[src/rtl/exe_stage_pkg.sv]
// Shared execute-stage encodings: ALU command codes, shift types and status
// register bit positions, common to decode and execute.
package exe_stage_pkg;

    typedef enum logic [3:0] {
        CMD_NOP = 4'b0000,
        CMD_MOV = 4'b0001,
        CMD_ADD = 4'b0010,
        CMD_ADC = 4'b0011,
        CMD_SUB = 4'b0100,
        CMD_SBC = 4'b0101,
        CMD_AND = 4'b0110,
        CMD_ORR = 4'b0111,
        CMD_EOR = 4'b1000,
        CMD_MVN = 4'b1001
    } exe_cmd_e;

    typedef enum logic [1:0] {
        SHIFT_LSL = 2'b00,
        SHIFT_LSR = 2'b01,
        SHIFT_ASR = 2'b10,
        SHIFT_ROR = 2'b11
    } shift_type_e;

    // Status register layout is {N,Z,C,V}
    localparam int SR_N = 3;
    localparam int SR_Z = 2;
    localparam int SR_C = 1;
    localparam int SR_V = 0;

endpackage

[src/rtl/val2_generator.sv]
// Second ALU operand: memory offset, rotated 8-bit immediate, or shifted Rm.
module val2_generator
    import exe_stage_pkg::*;
(
    input  logic        mem_en,
    input  logic        imm,
    input  logic [11:0] shift_operand,
    input  logic [31:0] val_rm,
    output logic [31:0] val2
);

    logic [4:0]  rot_amt_s;
    logic [4:0]  sh_amt_s;
    logic [63:0] imm_rot_s;
    logic [63:0] rm_rot_s;

    // Rotations are taken from the low half of a doubled word shifted right
    assign rot_amt_s = {shift_operand[11:8], 1'b0};
    assign sh_amt_s  = shift_operand[11:7];
    assign imm_rot_s = {24'd0, shift_operand[7:0], 24'd0, shift_operand[7:0]} >> rot_amt_s;
    assign rm_rot_s  = {val_rm, val_rm} >> sh_amt_s;

    // Operand select and barrel shift
    always_comb begin
        val2 = val_rm;
        if (mem_en) begin
            val2 = {20'd0, shift_operand};
        end else if (imm) begin
            val2 = imm_rot_s[31:0];
        end else begin
            case (shift_type_e'(shift_operand[6:5]))
                SHIFT_LSL: val2 = val_rm << sh_amt_s;
                SHIFT_LSR: val2 = val_rm >> sh_amt_s;
                SHIFT_ASR: val2 = $unsigned($signed(val_rm) >>> sh_amt_s);
                SHIFT_ROR: val2 = rm_rot_s[31:0];
                default:   val2 = val_rm;
            endcase
        end
    end

endmodule

[src/rtl/exe_stage.sv]
// Execute stage: operand generation, ALU with NZCV flags, status register,
// branch target adder and the EXE/MEM pipeline register.
module exe_stage
    import exe_stage_pkg::*;
(
    input  logic        clk,
    input  logic        rst,
    input  logic        freeze,
    input  logic [3:0]  EXE_CMD,
    input  logic        S,
    input  logic        B,
    input  logic        MEM_R_EN,
    input  logic        MEM_W_EN,
    input  logic        WB_EN,
    input  logic        imm,
    input  logic [11:0] Shift_operand,
    input  logic [23:0] Signed_imm_24,
    input  logic [3:0]  Dest,
    input  logic [31:0] PC,
    input  logic [31:0] Val_Rn,
    input  logic [31:0] Val_Rm,
    output logic [3:0]  SR,
    output logic        Br_taken,
    output logic [31:0] Br_addr,
    output logic        WB_EN_out,
    output logic        MEM_R_EN_out,
    output logic        MEM_W_EN_out,
    output logic [31:0] ALU_Res,
    output logic [31:0] Val_Rm_out,
    output logic [3:0]  Dest_out
);

    logic [31:0] val2_s;
    logic [32:0] sum_s;
    logic [31:0] res_s;
    logic        c_s;
    logic        v_s;
    logic [3:0]  flags_s;
    logic [3:0]  sr_r;
    logic        wb_en_r;
    logic        mem_r_en_r;
    logic        mem_w_en_r;
    logic [31:0] alu_res_r;
    logic [31:0] val_rm_r;
    logic [3:0]  dest_r;

    val2_generator u_val2 (
        .mem_en        (MEM_R_EN | MEM_W_EN),
        .imm           (imm),
        .shift_operand (Shift_operand),
        .val_rm        (Val_Rm),
        .val2          (val2_s)
    );

    // ALU; subtraction is Rn + ~Val2 + carry-in so C comes out as NOT borrow
    always_comb begin
        sum_s = 33'd0;
        res_s = 32'd0;
        c_s   = sr_r[SR_C];
        v_s   = sr_r[SR_V];
        case (exe_cmd_e'(EXE_CMD))
            CMD_MOV: res_s = val2_s;
            CMD_MVN: res_s = ~val2_s;
            CMD_ADD, CMD_ADC: begin
                sum_s = {1'b0, Val_Rn} + {1'b0, val2_s}
                      + {32'd0, (EXE_CMD == CMD_ADC) & sr_r[SR_C]};
                res_s = sum_s[31:0];
                c_s   = sum_s[32];
                v_s   = (Val_Rn[31] == val2_s[31]) && (res_s[31] != Val_Rn[31]);
            end
            CMD_SUB, CMD_SBC: begin
                sum_s = {1'b0, Val_Rn} + {1'b0, ~val2_s}
                      + {32'd0, (EXE_CMD == CMD_SUB) | sr_r[SR_C]};
                res_s = sum_s[31:0];
                c_s   = sum_s[32];
                v_s   = (Val_Rn[31] != val2_s[31]) && (res_s[31] != Val_Rn[31]);
            end
            CMD_AND: res_s = Val_Rn & val2_s;
            CMD_ORR: res_s = Val_Rn | val2_s;
            CMD_EOR: res_s = Val_Rn ^ val2_s;
            default: res_s = 32'd0;
        endcase
        flags_s = {res_s[31], (res_s == 32'd0), c_s, v_s};
    end

    // Status register: freeze has priority over S
    always_ff @(posedge clk or posedge rst) begin
        if (rst) begin
            sr_r <= 4'd0;
        end else if (S && !freeze) begin
            sr_r <= flags_s;
        end else begin
            sr_r <= sr_r;
        end
    end

    // EXE/MEM pipeline register
    always_ff @(posedge clk or posedge rst) begin
        if (rst) begin
            wb_en_r    <= 1'b0;
            mem_r_en_r <= 1'b0;
            mem_w_en_r <= 1'b0;
            alu_res_r  <= 32'd0;
            val_rm_r   <= 32'd0;
            dest_r     <= 4'd0;
        end else if (!freeze) begin
            wb_en_r    <= WB_EN;
            mem_r_en_r <= MEM_R_EN;
            mem_w_en_r <= MEM_W_EN;
            alu_res_r  <= res_s;
            val_rm_r   <= Val_Rm;
            dest_r     <= Dest;
        end else begin
            wb_en_r    <= wb_en_r;
            mem_r_en_r <= mem_r_en_r;
            mem_w_en_r <= mem_w_en_r;
            alu_res_r  <= alu_res_r;
            val_rm_r   <= val_rm_r;
            dest_r     <= dest_r;
        end
    end

    assign Br_taken     = B;
    assign Br_addr      = PC + {{6{Signed_imm_24[23]}}, Signed_imm_24, 2'b00};
    assign SR           = sr_r;
    assign WB_EN_out    = wb_en_r;
    assign MEM_R_EN_out = mem_r_en_r;
    assign MEM_W_EN_out = mem_w_en_r;
    assign ALU_Res      = alu_res_r;
    assign Val_Rm_out   = val_rm_r;
    assign Dest_out     = dest_r;

endmodule

[config.mk]
export PLATFORM = sky130hd
export DESIGN_NAME = exe_stage
export DESIGN_NICKNAME = d
export VERILOG_FILES = /design/src/rtl/exe_stage_pkg.sv /design/src/rtl/val2_generator.sv /design/src/rtl/exe_stage.sv
export SDC_FILE = /design/constraint.sdc
export NUM_CORES = 1
export LEC_CHECK = 0
export CAP_MARGIN = 20
export CORE_UTILIZATION = 51
export CTS_CLUSTER_DIAMETER = 30
export DETAILED_ROUTE_END_ITERATION = 8
export PLACE_DENSITY = 0.75
export SETUP_SLACK_MARGIN = 0.3
export SYNTH_ARGS = -nofsm -noshare
export SYNTH_HDL_FRONTEND = slang
export SYNTH_HIERARCHICAL = 1
export SYNTH_SLANG_ARGS = --single-unit
[constraint.sdc]
create_clock -name clk -period 4.3 [get_ports clk]
set_clock_uncertainty 0.1 [all_clocks]
set_input_delay 0.645 -clock clk [delete_from_list [all_inputs] [get_ports clk]]
set_output_delay 0.645 -clock clk [all_outputs]
set_load 0.1 [all_outputs]
==> implementation parameters, run 1 <==
Parameter                              Value

Status
  Outcome    stopped before the end
  Stage where the flow stopped    global routing
  Error Message    [ERROR GRT-0232] Routing congestion too high. Check the congestion heatmap in the GUI.

Floorplan
  Number of standard-cell rows in the floorplan    65
  Initial standard-cell utilization of the core    between 50% and 60%
  Height of the die    182 um
  Horizontal die dimension    182 um
  Number of top-level pins    between 200 and 300

Yosys
  Most used flip-flop cell after synthesis    sky130_fd_sc_hd__dfrtp_1
  Gate count of the mapped netlist    2141
  Syn_nets    roughly 2400
  Synth unique cells    108
  Number of synthesized register bits    75
  Share of synthesized registers carrying an async set or reset    100%
  Synth Area per Inst    7.71 um^2
  Sequential element share of the synthesized area    a little under an eighth
  Synth Warn #    6
  Netlist area before placement    between 0.015 and 0.02 mm^2
  Number of flops mapped to enable cells by yosys    0

Placed design
  Routability Congestion    1.36
  Placed cell count    about 3500
  Placement Cell Area    0.0260 mm^2
  HPWL after DPL    68000 um
  # port buffers    250

Clock network
  Hold_buf cts    0
  CTS root buf    sky130_fd_sc_hd__clkbuf_16
  Sink count of the clock tree    75
  Level count of the clock H-tree    3
  Num CTS Buffers    9
  Number of buffers on the longest clock path    2

GRT
  Grt ovf    880
  Largest net degree at the start of global routing    78
  Total track usage    88.6%

Timing
  Worst endpoint type    register input
  Post-GRT worst EP    SR[2]$_DFFE_PP0P_/D
synthesized netlist by cell type (9+ instances only):
cell                          n  area [um^2]
sky130_fd_sc_hd__nor2_1     171          642
sky130_fd_sc_hd__a21oi_1    155          776
sky130_fd_sc_hd__nand2_1    154          578
sky130_fd_sc_hd__inv_1      128          480
sky130_fd_sc_hd__ha_1       124         1550
sky130_fd_sc_hd__mux2_2     102         1150
sky130_fd_sc_hd__o21ai_0     94          470
sky130_fd_sc_hd__mux2i_1     85          851
sky130_fd_sc_hd__dfrtp_1     75         1880
sky130_fd_sc_hd__clkbuf_1    73          274
sky130_fd_sc_hd__nand3_1     52          260
sky130_fd_sc_hd__a211oi_1    43          323
sky130_fd_sc_hd__o211ai_1    40          300
sky130_fd_sc_hd__buf_2       39          195
sky130_fd_sc_hd__nor3_1      37          185
sky130_fd_sc_hd__xnor2_1     36          315
sky130_fd_sc_hd__mux4_2      33          743
sky130_fd_sc_hd__o22ai_1     32          200
sky130_fd_sc_hd__xor2_1      31          272
sky130_fd_sc_hd__a21o_1      29          218
sky130_fd_sc_hd__o31ai_1     29          218
sky130_fd_sc_hd__o221ai_1    28          245
sky130_fd_sc_hd__a31oi_1     27          169
sky130_fd_sc_hd__nand2b_1    27          169
sky130_fd_sc_hd__a221oi_1    23          201
sky130_fd_sc_hd__nor2b_1     23          144
sky130_fd_sc_hd__buf_4       22          165
sky130_fd_sc_hd__a22oi_1     21          158
sky130_fd_sc_hd__nand4_1     21          131
sky130_fd_sc_hd__o21a_1      21          158
sky130_fd_sc_hd__o21ai_1     21          105
sky130_fd_sc_hd__a211o_1     16          140
sky130_fd_sc_hd__and3_1      15         93.8
sky130_fd_sc_hd__buf_1       14         52.6
sky130_fd_sc_hd__or2_2       14         87.6
sky130_fd_sc_hd__and2_1      13         81.3
sky130_fd_sc_hd__o21bai_1    13         97.6
sky130_fd_sc_hd__nand3b_1    12         90.1
sky130_fd_sc_hd__nor4_1      12         75.1
sky130_fd_sc_hd__o2111ai_1   12          105
sky130_fd_sc_hd__a311oi_1    11         96.3
sky130_fd_sc_hd__o31a_1      10         87.6
sky130_fd_sc_hd__or3_1        9         56.3
layer usage:
metal	overflow	global-route usage, %
met1	39	84.2
met2	557	105
met3	25	75.0
met4	254	96.1
met5	5	52.6
through the flow:
stage | worst slack (ps) | TNS, ps
detailed placement | -2990 | -54750
floorplan | -1650 | -13110
CTS | -2010 | -27050
global placement | -2830 | -49470
logic make-up after synthesis:
logic type | Yosys count | share of synthesized area (%)
buf+inv | 291 | 8.11
compound gates | 738 | 31.3
flops | 75 | 11.4
xor+xnor | 67 | 3.55
simple gates | 612 | 18.3
mux | 229 | 17.4
fa+ha+maj | 129 | 10.0
repair_timing:
item                                    in CTS
gates resized for setup                    232
gates cloned                                 2
setup buffers                               19
endpoints found under the setup margin      48
pin swaps                                   58
==> run 2: changes to the inputs <==
Settings changed: CORE_UTILIZATION 51 to 40, CTS_CLUSTER_DIAMETER 30 to not set, PLACE_DENSITY 0.75 to not set, PLACE_DENSITY_LB_ADDON set to 0.15, SETUP_SLACK_MARGIN 0.3 to not set.
Clock period 4.3 ns to 5.6 ns, I/O delays scaled along.
==> run 2 against run 1 <==
  * The flow now finishes, with violations (setup timing)
  * Synthesized cell count did not move
  * Area after synthesis did not move
==> implementation parameters, run 2 <==
Parameter                              Value

Worst setup path
  Worst setup SP type    primary input
  Endpoint type of the worst setup path    register
  WP data required    5810 ps
  Crit-path max FO    4
  Worst setup path startpoint    Val_Rm[25]
  Critical path data arrival time    between 6000 and 7000 ps
  Crit Reg-Reg Startpoint    SR[1]
  Critical setup path kind    primary input to register

Yosys
  Synth Warn #    6
  Most instantiated library cell after synthesis    sky130_fd_sc_hd__nor2_1
  Synth unique cells    108
  Most frequent cells after synthesis    sky130_fd_sc_hd__nor2_1, sky130_fd_sc_hd__a21oi_1, sky130_fd_sc_hd__nand2_1, sky130_fd_sc_hd__inv_1, sky130_fd_sc_hd__ha_1
  Area contributors post-synth    sky130_fd_sc_hd__dfrtp_1, sky130_fd_sc_hd__ha_1, sky130_fd_sc_hd__mux2_2
  Number of flops mapped to enable cells by yosys    0
  Area share of the largest cell type after synthesis    11.4%
  Xor-xnor portion of the synthesized cell area    between 3 and 4%
  Gate count of the mapped netlist    2141
  Main combinational cell family by area after synthesis    compound AO/OA/AOI/OAI gates
  Most used flip-flop cell after synthesis    sky130_fd_sc_hd__dfrtp_1
  Number of synthesized register bits    75
  Synth Area per Inst    7.71 um^2
  Synthesized-area fraction occupied by and/or/nand/nor cells    between 10% and 20%
  Multiplexer area fraction after synthesis    around 17%
  Synth Area in Adders    10.0%
  Netlist area before placement    0.0165 mm^2
  Cell accounting for the most synthesized area    sky130_fd_sc_hd__dfrtp_1
  Sequential element share of the synthesized area    11.4%
  Share of synthesized registers carrying an async set or reset    100%
  Syn_nets    2419
  Share of the synthesized area in compound gates (AO/OA/AOI/OAI)    a little under a third

Power
  Static leakage power    12.4 nW
  P per Cell Area    between 150 and 200 mW/mm^2
  Worst vdd rail ir drop    163 uV

Cells and area
  Final Core Density    68.1%
  Most used cells in the layout excluding fill and tap cells    sky130_fd_sc_hd__buf_4, sky130_fd_sc_hd__clkdlybuf4s50_1, sky130_fd_sc_hd__nor2_1
  Synth-to-layout area growth    67.9%
  Final standard cell area without fillers    0.0277 mm^2
  Fillers    3337
  Share of final-layout standard cells stronger than drive strength 1    around 43%
  Total number of nets in the final design    3418
  Leading cell type in the layout, fill and taps excluded    sky130_fd_sc_hd__buf_4

Floorplan
  Core area    0.0407 mm^2
  Horizontal die dimension    around 210 um
  Initial standard-cell utilization of the core    just over 40%
  Number of top-level pins    257
  Number of standard-cell rows in the floorplan    74
  Full die area    ~0.042 mm^2
  Height of the die    between 200 and 250 um

Clock network
  TritonCTS clock tree    yes
  Num CTS Buffers    9
  Clk slew on worst S/H paths    approximately 70 ps
  Clk_lat worst skew    390 ps
  Number of buffers on the longest clock path    2
  Sink count of the clock tree    75
  CTS root buf    sky130_fd_sc_hd__clkbuf_16
  Level count of the clock H-tree    3

Drt
  Post-route DRC violation count    0
  Average wire per standard cell    26.4 um
  Number of DRC violations after detailed-routing iteration 0    2500
  Total number of vias    23200
  Wire length after detailed routing    97100 um
  Routed vias/inst    6.32
  Number of optimization iterations in the first detailed-route pass    6
  Antenna Nets Post-Route    0

Worst hold path
  Min-delay worst type    register to register
  Min-delay src    ALU_Res[24]

Placed design
  Worst slack at placement    -1910 ps
  # port buffers    250
  HPWL after DPL    75300 um
  Placement Cell Area    0.0254 mm^2
  Routability Congestion    1.13

Timing
  Setup slack of the critical path after layout    -883 ps
  Minimum hold slack    between 300 and 400 ps
  Number of slew-limit violations in the final report    0
  Worst max-slew margin expressed relative to the limit    between 30% and 40%
  Sum of negative setup slack    -2920 ps
  Number of failing setup endpoints in the final timing report    10
  Period utilisation layout    116%
  Transition time at the pin with the least slew margin    just over 1000 ps
  Total count of hold-check failures in the final report    0
  Fin crit period    6480 ps
  Unrepaired setup endpoints after global routing    true
  Top achievable clock speed    154 MHz

GRT
  Via count of the first global-routing pass    22800
  Number of antenna violations at the first check in global routing    1
  Total track usage    44.0%
  Largest net degree at the start of global routing    41
  Grt ovf    0
  Global-route wire length before repair    138000 um

Status
  Failing checks    setup timing
  Outcome    finished with violations

Job
  Max-cap violations    0
run 2: what timing repair did:
action	4_1_cts	5_1_grt
gates resized for setup	246	140
hold buffers	0	0
buffers inserted	45	21
pin swaps	46	65
gates cloned	1	2
endpoints found under the setup margin	22	18
run 2: worst max-delay path: stages:
cell,delay (ps)
sky130_fd_sc_hd__dlygate4sd2_1,270
sky130_fd_sc_hd__buf_4,150
sky130_fd_sc_hd__mux2i_1,300
sky130_fd_sc_hd__nor2_1,110
sky130_fd_sc_hd__buf_4,150
sky130_fd_sc_hd__nor4_1,280
sky130_fd_sc_hd__a31oi_1,80
sky130_fd_sc_hd__buf_4,210
sky130_fd_sc_hd__o41ai_1,330
sky130_fd_sc_hd__a22oi_2,250
sky130_fd_sc_hd__inv_2,130
sky130_fd_sc_hd__buf_6,110
sky130_fd_sc_hd__ha_4,150
sky130_fd_sc_hd__buf_6,90
sky130_fd_sc_hd__o21a_1,150
sky130_fd_sc_hd__a21oi_2,70
sky130_fd_sc_hd__or4_4,590
sky130_fd_sc_hd__o21ai_4,220
sky130_fd_sc_hd__a31oi_4,110
sky130_fd_sc_hd__o311a_1,350
sky130_fd_sc_hd__a311oi_2,300
sky130_fd_sc_hd__nand4b_1,170
sky130_fd_sc_hd__or4_4,540
sky130_fd_sc_hd__or4_4,560
sky130_fd_sc_hd__o31ai_4,180
run 2: final timing paths:
kind	end	slack [ps]	cells after the start
max in group asynchronous	ALU_Res[19]	3560	3
min in group asynchronous	Dest_out[0]	790	2
worst max-delay path	SR[2]	-880	25
worst min-delay path	ALU_Res[24]	400	2
worst max register to register	SR[2]	650	17
worst min register to register	ALU_Res[24]	400	2
run 2: cell families after synthesis:
logic type,Yosys count
AND/OR/NAND/NOR,612
multiplexers,229
XOR/XNOR,67
flip-flops,75
AO/OA/AOI/OAI,738
buffers and inverters,291
adder cells (fa/ha/maj),129
run 2: final cells by class:
cell class	count	area (um^2)	area share (%)
diodes	3	7.51	0.0271
clock buffers	9	225	0.812
clock inverters	7	88.8	0.320
inverters	133	515	1.86
multi-input cells	1775	14800	53.3
flip-flops and latches	75	1880	6.77
well taps	532	666	2.40
repair buffers	1146	9580	34.6
run 2: power breakdown:
group | leakage (nW) | internal (mW) | switching, mW
clock | 0.152 | 0.358 | 0.318
combinational | 11.3 | 1.61 | 2.53
sequential | 0.902 | 0.623 | 0.0447
run 2: through the flow:
step	instances	power [mW]
finish	3680	5.48
global route	3678	5.66
CTS	3656	5.26
detailed placement	3594	4.42
global placement	3594	4.37
floorplan	2141	2.85
run 2: metal layers:
metal,wire length (um),global-route usage (%),part of all wire (%)
met5,0,0,0
met4,9010,34.5,9.3
met3,8840,8.43,9.1
met2,44100,72.0,45
met1,35100,50.5,36
Note: power is estimated with default switching activity, not from simulation.
==> run 3: changes to the inputs <==
Settings changed: PLACE_DENSITY set to 0.73, PLACE_DENSITY_LB_ADDON 0.15 to not set.
==> run 3 against run 2 <==
  * The run still ends with setup timing left
  * Via count down 0.19%
  * Largest power group unchanged
  * Wire length up 1.8%
  * Sequential share of layout area up 0.089 points
  * Die area unchanged
  * Sequential power about the same
  * Hold slack worse by 16 ps
  * First-iteration DRC count down 6.7%
  * Non-clock buffer count down 30
  * Worst setup slack better by 70 ps
==> implementation parameters, run 3 (synthesis results as in run 2) <==
Parameter                              Value

Timing
  Number of failing setup endpoints in the final timing report    9
  Top achievable clock speed    ~160 MHz
  Period utilisation layout    115%
  Number of slew-limit violations in the final report    0
  Transition time at the pin with the least slew margin    1090 ps
  Setup slack of the critical path after layout    -813 ps
  Worst max-slew margin expressed relative to the limit    27.0%
  Total count of hold-check failures in the final report    0
  Minimum hold slack    382 ps
  Unrepaired setup endpoints after global routing    true
  Fin crit period    6410 ps
  Sum of negative setup slack    -2590 ps

Cells and area
  Leading cell type in the layout, fill and taps excluded    sky130_fd_sc_hd__buf_4
  Total number of nets in the final design    3388
  Final Core Density    67.2%
  Synth-to-layout area growth    65.8%
  Layout Cells excl Fill    3651
  Share of final-layout standard cells stronger than drive strength 1    42.8%
  Most used cells in the layout excluding fill and tap cells    sky130_fd_sc_hd__buf_4, sky130_fd_sc_hd__clkdlybuf4s50_1, sky130_fd_sc_hd__nor2_1
  Final standard cell area without fillers    between 0.02 and 0.03 mm^2

Power
  Worst vdd rail ir drop    roughly 170 uV
  Static leakage power    between 10 and 15 nW
  Total Power    5.47 mW
  P per Cell Area    ~200 mW/mm^2

Floorplan
  Number of standard-cell rows in the floorplan    74
  Core area    0.0407 mm^2
  Number of top-level pins    257
  Initial standard-cell utilization of the core    40.5%
  Height of the die    between 200 and 250 um
  Full die area    0.0421 mm^2
  Horizontal die dimension    205 um

Placed design
  Worst slack at placement    -1970 ps
  Placed cell count    3584
  # port buffers    250
  HPWL after DPL    78300 um
  Routability Congestion    1.16
  Placement Cell Area    0.0252 mm^2

Status
  Outcome    finished with violations
  Failing checks    setup timing

Worst hold path
  Min-delay src    ALU_Res[9]
  Hold path cells    2
  Min-delay worst type    register to register
  Hold Path Sink    ALU_Res[9]

Clock network
  Number of buffers on the longest clock path    2
  CTS root buf    sky130_fd_sc_hd__clkbuf_16
  Num CTS Buffers    9
  Level count of the clock H-tree    3
  Hold_buf cts    0
  TritonCTS clock tree    yes
  Sink count of the clock tree    75
  Clk slew on worst S/H paths    about 80 ps
  Clk_lat worst skew    400 ps

GRT
  Number of antenna violations at the first check in global routing    6
  Via count of the first global-routing pass    between 20000 and 25000
  Grt ovf    0
  Global-route wire length before repair    approximately 140000 um
  Largest net degree at the start of global routing    58
  Total track usage    45.8%

Drt
  Antenna Nets Post-Route    0
  Wire length after detailed routing    98800 um
  Routed vias/inst    between 6 and 7
  Average wire per standard cell    about 27 um
  Number of optimization iterations in the first detailed-route pass    6
  Total number of vias    23200
  Post-route DRC violation count    0
  Number of DRC violations after detailed-routing iteration 0    2333

Worst setup path
  Critical path data arrival time    6630 ps
  Worst reg2reg path depth    17
  WP data required    5820 ps
  Endpoint of the lowest-slack register-to-register path    SR[2]
  Endpoint type of the worst setup path    register
  Crit-path max FO    7
  Worst setup SP type    primary input
  Setup slack of the worst register-to-register path    690 ps
  Crit Reg-Reg Startpoint    SR[1]
  Critical setup path kind    primary input to register

Job
  Max-cap violations    0
## run 3: cell count changes in the layout (fill, tap and decap cells not counted), sizes merged
cell	before	now
clkdlybuf4s50	184	181
clkinvlp	1	2
buf	928	895
dlygate4sd2	17	20
clkbuf	19	24
inv	135	131
clkinv	3	5
diode	3	4
dlymetal6s2s	0	1
clkdlybuf4s15	7	5
## run 3: worst max-delay path, stage by stage
cell and delay, ps:
sky130_fd_sc_hd__buf_12 120, sky130_fd_sc_hd__buf_12 140, sky130_fd_sc_hd__mux2_4 310, sky130_fd_sc_hd__mux2i_1 200
sky130_fd_sc_hd__buf_4 200, sky130_fd_sc_hd__a21oi_4 60, sky130_fd_sc_hd__and2_4 140, sky130_fd_sc_hd__o311ai_4 370
sky130_fd_sc_hd__a221oi_4 130, sky130_fd_sc_hd__inv_2 110, sky130_fd_sc_hd__fa_2 210, sky130_fd_sc_hd__inv_2 40
sky130_fd_sc_hd__fa_2 420, sky130_fd_sc_hd__a211o_1 340, sky130_fd_sc_hd__buf_6 150, sky130_fd_sc_hd__a2111oi_4 390
sky130_fd_sc_hd__or4_4 250, sky130_fd_sc_hd__buf_6 110, sky130_fd_sc_hd__a31oi_4 90, sky130_fd_sc_hd__buf_6 140
sky130_fd_sc_hd__a21o_1 210, sky130_fd_sc_hd__nand2_2 90, sky130_fd_sc_hd__o22ai_2 90, sky130_fd_sc_hd__nor3_2 250
sky130_fd_sc_hd__or4b_1 480, sky130_fd_sc_hd__or4_4 540, sky130_fd_sc_hd__o31ai_2 180
## run 3: area by class of cell
class                      instances  area [um^2]
antenna                            4         10.0
clock buffer                      10          239
clock inverter                     6         72.6
fill                            3459        13400
inverter                         133          512
multi-input combinational       1775        14800
sequential                        75         1880
tap                              532          666
timing repair buffer            1116         9240
## run 3: power by group
group	switching, mW	internal, mW
Combinational	2.54	1.59
Clock	0.306	0.362
Sequential	0.0426	0.623
## run 3: worst max path at each step
stage | startpoint | end | slack (ps)
global placement | Val_Rm[21] | SR[2] | -1920
finish | Shift_operand[8] | SR[2] | -810
detailed placement | Val_Rm[21] | SR[2] | -1970
global route | Val_Rm[28] | SR[2] | -890
floorplan | Shift_operand[7] | SR[2] | -580
CTS | Shift_operand[8] | SR[2] | -800
## run 3: metal layers
metal	global-route usage (%)	vias up	share of wire, %
li1	-	10100	-
met4	37.5	4	10
met2	72.7	1535	45
met1	51.0	11000	36
met3	13.0	511	9.6
met5	0	-	0.027
## run 3: what timing repair did
action | in CTS | in global routing
setup buffers | 16 | 30
gates resized for setup | 180 | 203
pin swaps | 41 | 79
endpoints found under the setup margin | 23 | 18
endpoints found under the hold margin | 0 | 0
gates cloned | 1 | 1
